**src/rtl/spi_slave_pkg.sv**
```systemverilog
// Shared types and constants for the SPI slave datapath.
package spi_slave_pkg;

    // Word-length target applied after chip-select reset (8 cycles).
    localparam logic [7:0] SPI_TRGT_RST = 8'h07;

    typedef enum logic {
        TX_IDLE  = 1'b0,
        TX_SHIFT = 1'b1
    } spi_tx_state_e;

endpackage

```
**src/rtl/spi_slave_tx_hold.sv**
```systemverilog
// One-entry holding buffer between the slave core and the transmit shifter.
module spi_slave_tx_hold #(
    parameter int DATA_WIDTH = 32
) (
    input  logic                  clk_i,
    input  logic                  srst_i,
    input  logic [DATA_WIDTH-1:0] data_i,
    input  logic                  valid_i,
    output logic                  ready_o,
    input  logic                  pop_i,
    output logic [DATA_WIDTH-1:0] data_o,
    output logic                  valid_o
);

    logic [DATA_WIDTH-1:0] hold_data_q;
    logic [DATA_WIDTH-1:0] hold_data_d;
    logic                  hold_valid_q;
    logic                  hold_valid_d;
    logic                  push_s;

    assign push_s  = valid_i && !hold_valid_q;
    assign ready_o = !hold_valid_q;
    assign data_o  = hold_data_q;
    assign valid_o = hold_valid_q;

    // Next-state: a push wins over a pop so a same-cycle refill keeps the buffer full.
    always_comb begin
        hold_data_d  = hold_data_q;
        hold_valid_d = hold_valid_q;
        if (push_s) begin
            hold_data_d  = data_i;
            hold_valid_d = 1'b1;
        end else if (pop_i) begin
            hold_valid_d = 1'b0;
        end else begin
            hold_valid_d = hold_valid_q;
        end
    end

    // Buffer registers, cleared by chip-select.
    always_ff @(posedge clk_i) begin
        if (srst_i) begin
            hold_data_q  <= {DATA_WIDTH{1'b0}};
            hold_valid_q <= 1'b0;
        end else begin
            hold_data_q  <= hold_data_d;
            hold_valid_q <= hold_valid_d;
        end
    end

endmodule

```
**src/rtl/spi_slave_tx.sv**
```systemverilog
// SPI slave transmit path: buffered parallel words shifted out MSB-first,
// one bit per sclk (single mode) or one nibble per sclk (quad mode).
module spi_slave_tx
    import spi_slave_pkg::*;
#(
    parameter int DATA_WIDTH = 32
) (
    input  logic                  sclk,
    input  logic                  cs,
    input  logic                  en_quad_in,
    input  logic [7:0]            counter_in,
    input  logic                  counter_in_upd,
    input  logic [DATA_WIDTH-1:0] data,
    input  logic                  data_valid,
    output logic                  data_ready,
    output logic                  sdo0,
    output logic                  sdo1,
    output logic                  sdo2,
    output logic                  sdo3,
    output logic                  tx_done
);

    spi_tx_state_e         state_q;
    spi_tx_state_e         state_d;
    logic [DATA_WIDTH-1:0] sreg_q;
    logic [DATA_WIDTH-1:0] sreg_d;
    logic [7:0]            counter_q;
    logic [7:0]            counter_d;
    logic [7:0]            counter_trgt_q;
    logic [7:0]            counter_trgt_d;
    logic [7:0]            cur_trgt_q;
    logic [7:0]            cur_trgt_d;
    logic                  quad_q;
    logic                  quad_d;

    logic [DATA_WIDTH-1:0] hold_data_s;
    logic                  hold_valid_s;
    logic                  pop_s;
    logic                  last_s;

    spi_slave_tx_hold #(
        .DATA_WIDTH(DATA_WIDTH)
    ) u_hold (
        .clk_i  (sclk),
        .srst_i (cs),
        .data_i (data),
        .valid_i(data_valid),
        .ready_o(data_ready),
        .pop_i  (pop_s),
        .data_o (hold_data_s),
        .valid_o(hold_valid_s)
    );

    // The last cycle of the word currently on the wire.
    assign last_s = (state_q == TX_SHIFT) && (counter_q == cur_trgt_q);

    // FSM next-state, shifter, counters and buffer pop.
    always_comb begin
        state_d        = state_q;
        sreg_d         = sreg_q;
        counter_d      = counter_q;
        cur_trgt_d     = cur_trgt_q;
        quad_d         = quad_q;
        pop_s          = 1'b0;
        counter_trgt_d = counter_in_upd ? counter_in : counter_trgt_q;

        case (state_q)
            TX_IDLE: begin
                if (hold_valid_s) begin
                    pop_s = 1'b1;
                end else begin
                    pop_s = 1'b0;
                end
            end
            TX_SHIFT: begin
                if (last_s) begin
                    if (hold_valid_s) begin
                        pop_s = 1'b1;
                    end else begin
                        state_d = TX_IDLE;
                    end
                end else begin
                    counter_d = counter_q + 8'd1;
                    if (quad_q) begin
                        sreg_d = {sreg_q[DATA_WIDTH-5:0], 4'b0000};
                    end else begin
                        sreg_d = {sreg_q[DATA_WIDTH-2:0], 1'b0};
                    end
                end
            end
            default: begin
                state_d = TX_IDLE;
            end
        endcase

        // Load: mode and length are latched here so a word in flight is never disturbed;
        // a same-cycle target strobe already applies to the word being loaded.
        if (pop_s) begin
            sreg_d     = hold_data_s;
            counter_d  = 8'd0;
            state_d    = TX_SHIFT;
            quad_d     = en_quad_in;
            cur_trgt_d = counter_in_upd ? counter_in : counter_trgt_q;
        end else begin
            cur_trgt_d = cur_trgt_q;
        end
    end

    // State registers, reset by chip-select.
    always_ff @(posedge sclk) begin
        if (cs) begin
            state_q        <= TX_IDLE;
            sreg_q         <= {DATA_WIDTH{1'b0}};
            counter_q      <= 8'd0;
            counter_trgt_q <= SPI_TRGT_RST;
            cur_trgt_q     <= SPI_TRGT_RST;
            quad_q         <= 1'b0;
        end else begin
            state_q        <= state_d;
            sreg_q         <= sreg_d;
            counter_q      <= counter_d;
            counter_trgt_q <= counter_trgt_d;
            cur_trgt_q     <= cur_trgt_d;
            quad_q         <= quad_d;
        end
    end

    // Output decode from registered state only; lines are quiet while idle.
    always_comb begin
        sdo0    = 1'b0;
        sdo1    = 1'b0;
        sdo2    = 1'b0;
        sdo3    = 1'b0;
        tx_done = last_s;
        if (state_q == TX_SHIFT) begin
            if (quad_q) begin
                {sdo3, sdo2, sdo1, sdo0} = sreg_q[DATA_WIDTH-1 -: 4];
            end else begin
                sdo0 = sreg_q[DATA_WIDTH-1];
            end
        end else begin
            sdo0 = 1'b0;
        end
    end

endmodule

```
**config.mk**
```make
export PLATFORM = sky130hd
export DESIGN_NAME = spi_slave_tx
export DESIGN_NICKNAME = d
export VERILOG_FILES = /design/src/rtl/spi_slave_pkg.sv /design/src/rtl/spi_slave_tx_hold.sv /design/src/rtl/spi_slave_tx.sv
export SDC_FILE = /design/constraint.sdc
export NUM_CORES = 1
export LEC_CHECK = 0
export ABC_AREA = 1
export CORE_MARGIN = 2
export CORE_UTILIZATION = 59
export CTS_BUF_LIST = sky130_fd_sc_hd__clkbuf_8
export CTS_CLUSTER_SIZE = 14
export DETAILED_ROUTE_END_ITERATION = 12
export PLACE_DENSITY = 0.92
export SLEW_MARGIN = 10
export SYNTH_ARGS = -nofsm -noshare
export SYNTH_HDL_FRONTEND = slang
export SYNTH_HIERARCHICAL = 1
export SYNTH_SLANG_ARGS = --single-unit
```
**constraint.sdc**
```tcl
create_clock -name sclk -period 2.1 [get_ports sclk]
set_input_delay 0.21 -clock sclk [delete_from_list [all_inputs] [get_ports sclk]]
set_output_delay 0.21 -clock sclk [all_outputs]
set_load 0.01 [all_outputs]
```
## Word-level counts from Yosys, hierarchy flattened

Index checks and enable logic that the tools add are counted.
W data, S select, Z words.

| storage, ports and cells | value |
|---|---|
| register bits | 91 |
| latch bits | 0 |
| memory bits (writable) | 0 |
| bits in read-only memories | 0 |
| input port bits | 45 |
| output and inout port bits | 6 |
| logic and storage cells | 42 |
| memories kept | 0 |

| cells by class | value |
|---|---|
| add/subtract/negate cells | 1 |
| multipliers | 0 |
| div/mod/pow operators | 0 |
| magnitude comparators | 0 |
| equality and inequality tests | 2 |
| shift operators | 0 |
| multiplexer cells | 21 |
| bitwise logic cells | 2 |
| reductions and logical operators | 8 |

Operators by type and width:

| kind | number |
|---|---|
| $mux W32 | 4 |
| $mux W1 | 15 |
| $add A8 B1 Y8 const B | 1 |
| $eq A8 B8 Y1 | 1 |
| $mux W8 | 1 |
| $reduce_and A2 Y1 | 2 |
| $reduce_bool A2 Y1 | 2 |
| $logic_and A1 B1 Y1 | 2 |
| $ne A2 B1 Y1 const B | 1 |
| $not A1 Y1 | 2 |
| $pmux W1 S2 | 1 |
| $reduce_or A2 Y1 | 1 |
| $logic_not A1 Y1 | 1 |

## Longest topological paths before layout

| depth | value |
|---|---|
| depth after elaboration | 6 |
| depth in mapped cells | 13 |
| gate-level depth less buffers | 12 |

## Cells and area by module

The synthesis kept the hierarchy.

Modules (own cells, without submodules):

| module | instances | cells an instance | area an instance (µm²) | sequential area each (µm²) |
|---|---|---|---|---|
| spi_slave_tx | 1 | 492 | 3,295.7 | 1,161.1 |
| spi_slave_tx_hold | 1 | 214 | 1,422.6 | 660.6 |

## Least setup slack after synthesis

OpenSTA, ideal clock, no wires.

| timing path | value |
|---|---|
| kind | register -> register |
| start | reg counter_q[2] |
| end | reg sreg_q[20] |
| setup time | 0.112 ns |
| data arrival time | 1.365 ns |
| data required time | 1.988 ns |
| path slack | 0.622 ns |
| stages on the path, launching flop included | 12 |
| buffers on the path | 3 |
| period minus slack after synthesis | 1.478 ns |
| cells stage by stage | dfxtp_1 buf_2 xnor2_2 nand2_1 nor2_4 nand2_4 nand2_4 buf_12 buf_6 o21ai_1 nand3_1 nand2_1 |

| between the ends | value |
|---|---|
| cells in the longest elaborated chain, start to end | 6 |
| elaborated cells on any way between the ends | 8 |
| those cells by class | eq/ne: 2; mux: 3; reduce/logical: 3 |

RTL lines:

| what | RTL line | source |
|---|---|---|
| start: declaration | spi_slave_tx.sv:27 | `logic [7:0] counter_q;` |
| start signal: assignment | spi_slave_tx.sv:121 | `counter_q <= counter_d;` |
| $eq A8 B8 Y1 * | spi_slave_tx.sv:55 | `assign last_s = (state_q == TX_SHIFT) && (counter_q == cur_trgt_q);` |
| $logic_and A1 B1 Y1 * | spi_slave_tx.sv:55 |  |
| $mux W1 | spi_slave_tx.sv:76 | `if (last_s) begin` |
| $pmux W1 S2 | spi_slave_tx.sv:67 | `case (state_q)` |
| $ne A2 B1 Y1 (no line) or $reduce_bool A2 Y1 (tied branches) | -- |  |
| $reduce_and A2 Y1 (no line) | -- |  |
| end signal: assignment | spi_slave_tx.sv:113 | `sreg_q <= {DATA_WIDTH{1'b0}};` |
| end signal: assignment | spi_slave_tx.sv:120 | `sreg_q <= sreg_d;` |
| end: declaration | spi_slave_tx.sv:25 | `logic [DATA_WIDTH-1:0] sreg_q;` |

Every way passes the cells marked *; elsewhere a longest branch is shown, timed or not.
A chain may end at the register's enable or synchronous reset.

## Final worst setup path

| timing path | value |
|---|---|
| start | reg u_hold.hold_valid_q, in the netlist u_hold/valid_o |
| end | out data_ready |

| between the ends | value |
|---|---|
| cells in the longest elaborated chain, start to end | 1 |

RTL lines:

| what | RTL line | source |
|---|---|---|
| start: declaration | spi_slave_tx_hold.sv:17 | `logic hold_valid_q;` |
| start signal: assignment | spi_slave_tx_hold.sv:47 | `hold_valid_q <= hold_valid_d;` |
| $logic_not A1 Y1 | spi_slave_tx_hold.sv:22 | `assign ready_o = !hold_valid_q;` |
| end: declaration | spi_slave_tx.sv:15 | `output logic data_ready,` |

Every way passes these cells.

==> metrics <==
final instance area 5426 um2; Longest Clk Path Bufs 2; final std cells w/o fill 845; outcome complete, no violations; htree depth 3; hold depth 5; NumNets Final 784; Lkg Pwr 2.602 nW; Peak Freq 497.1 MHz; pwr dens 711.9 nW/um2; yosys warns 6; initial antenna violation count 0; multi-input logic area 2227 um2; Initial Util 61.06%; Synth area leader dfxtp_1; final worst slack 0.08833 ns; Routed WL 10930 um; max-cap viol count 0; Worst Hold Path EP u_hold/data_o[2]; sequential area share after synthesis 38.61%; vias in the first global route 4244; count leader, synth nand2_1; Worst VDD drop 0.4253 mV; Rel. slew slack 41.44%; total global-route track usage 26.50%; setup TNS 0 ns; Worst Clk Skew 0.01655 ns; CP Data Required Time 1.89 ns; CTS tree built; Min Clock Period, post-route 2.012 ns; RePlAce Congestion 0.8754; Vias/cell 5.299; final hold vios 0; I/O pin total 51; met2 usage 44.18%; Slew Viols, Final 0; CTS buffer count 9; Setup crit end kind output pin; DR pass1 iterations 7; #FFs+latches synth 91; Mapped Area 4718 um2; FF-to-FF Start counter_q[4]; # DRC 0; Slew @ Worst Pin 0.8774 ns; met1 usage 33.74%; clock sinks 91; post-CTS setup buffer count 0; grt ovf 0; Mean Syn Cell Area 6.683 um2; DPL Wire Length 7706 um; Core Footprint 7727 um2; placed cell count 829; total power 3.863 mW; worst skew pair latency 0.38 ns; pin count of the biggest net entering global routing 37; worst hold path type in2reg; R2R Path End u_hold/valid_o; Clock transition at path regs 0.10 ns; hold path start data[2]; routed vias 4478; ant diodes 0; CP Class reg2out; RSZ-0062 raised after global routing no; initial detailed-routing violation count 345; Post-Syn Nets 752; # setup viols final 0; Layout fillers 590; ys async rst share 0%; DP Area 5206 um2; worst slack at placement 0.1619 ns; top cell type's share of synthesized area 38.61%; EDFF count, synth 0; routing usage on met3 4.271%; Vert. Die Dim 93.43 um; layer with the highest usage met2; Post-CTS Hold Fix Bufs 0; CP arrival 1.80 ns; sequential cell area 1824 um2; Worst Path Max Fanout 10; port bufs 50; die area 8728 um2; chip width 93.43 um; Primary FF master, synth dfxtp_1; Root Buffer Master clkbuf_8; num rows 32; Final Cycle Share 95.79%; Detail Route Antenna Nets 0; synth cell count leaders nand2_1 (184), inv_1 (101), nand3_1 (96), dfxtp_1 (91), nor2_1 (81); R2R depth 12; routed len/inst 12.93 um; Post-Syn Instances 706; Yosys cell types 30; first-pass GRT wire length 18700 um; share of layout cells above drive strength 1 9.152%; Synth area leaders dfxtp_1 (39%), nand2_1 (15%), nand3_1 (10%); Area Overhead vs Synth 15.01%; Startpoint Class register; Register-to-Register Setup Slack 0.27 ns
[stage by stage]
step | hold WS (ns) | util [%]
final | 0.4603 | 70.22
after global routing | 0.4854 | 70.22
after CTS | 0.4607 | 70.17
after detailed placement | 0.4525 | 67.37
after global placement | 0.4315 | 67.37
after floorplan | 0.2791 | -
[cell type report]
class / instances / area share [%]
Multi-Input combinational cell: 466 / 41.04
Sequential cell: 91 / 33.62
Timing Repair Buffer: 65 / 11.74
Inverter: 105 / 7.263
Tap cell: 102 / 2.352
Clock buffer: 9 / 2.283
Clock inverter: 7 / 1.706
[layout by cell type (no fill, tap or decap), types with 4 or more instances in the layout]
| cell type | Yosys | layout |
|---|---|---|
| nand3_2 | 21 | 21 |
| nor2_1 | 81 | 81 |
| nand3_1 | 96 | 96 |
| o21ai_0 | 39 | 39 |
| clkbuf_8 | 0 | 9 |
| clkdlybuf4s50_1 | 0 | 49 |
| buf_4 | 2 | 13 |
| inv_1 | 101 | 101 |
| xor2_1 | 4 | 4 |
| a21oi_1 | 14 | 14 |
| xnor2_1 | 5 | 5 |
| nand4_1 | 5 | 5 |
| nand2_1 | 184 | 183 |
| dfxtp_1 | 91 | 89 |
[how the worst max path moves through the flow]
stage	cells after the start	from	endpoint	slack, ns
2_1_floorplan	11	counter_q[2]	sreg_q[20]	0.62
3_3_place_gp	8	counter_q[2]	cur_trgt_q[4]	0.28
3_5_place_dp	8	counter_q[2]	cur_trgt_q[5]	0.16
4_1_cts	3	state_q	sdo0	0.1
5_1_grt	3	quad_q	sdo0	0.03
6_report	3	u_hold/valid_o	data_ready	0.09
[layer usage]
| metal | wire (um) | vias to the layer above |
|---|---|---|
| li1 | - | 2250 |
| met1 | 4673 | 2004 |
| met2 | 5251 | 197 |
| met3 | 731 | 27 |
| met4 | 269 | 0 |
| met5 | 0 | - |
[repair_timing]
| action | 4_1_cts | 5_1_grt |
|---|---|---|
| cloned | 0 | 0 |
| resized for setup | 2 | 2 |
| endpoints found under the setup margin | 1 | 3 |
| hold endpoints to repair | 0 | 0 |
[critical path: stages, from the launching register on]
cell and delay, ns:
dfxtp_1 0.62, buf_4 0.27, inv_2 0.05, clkdlybuf4s50_1 0.49
[sequential cells by signal, summed over array words and instances (netlist names)]
name            count
u_hold/valid_o      1
counter_trgt_q      8
cur_trgt_q          8
counter_q           8
state_q             1
u_hold/data_o      32
quad_q              1
sreg_q             32
[logic make-up after synthesis]
| kind of cell | after synthesis | share of synthesized area [%] |
|---|---|---|
| buffers and inverters | 149 | 14.24 |
| and+or+nand+nor | 396 | 38.16 |
| adders and majority gates | 1 | 0.2651 |
| muxes | 1 | 0.2122 |
| xor gates and xnor gates | 10 | 2.015 |
| DFF | 91 | 38.61 |
| AOI/OAI and AO/OA | 58 | 6.497 |
[where the power goes]
| group | internal, mW | leakage [nW] | total (mW) | switching (mW) |
|---|---|---|---|---|
| registers | 1.84 | 0.747 | 1.92 | 0.0840 |
| logic | 0.263 | 1.75 | 0.667 | 0.403 |
| clock network | 0.583 | 0.109 | 1.27 | 0.691 |
(Power assumes the default switching activity.)
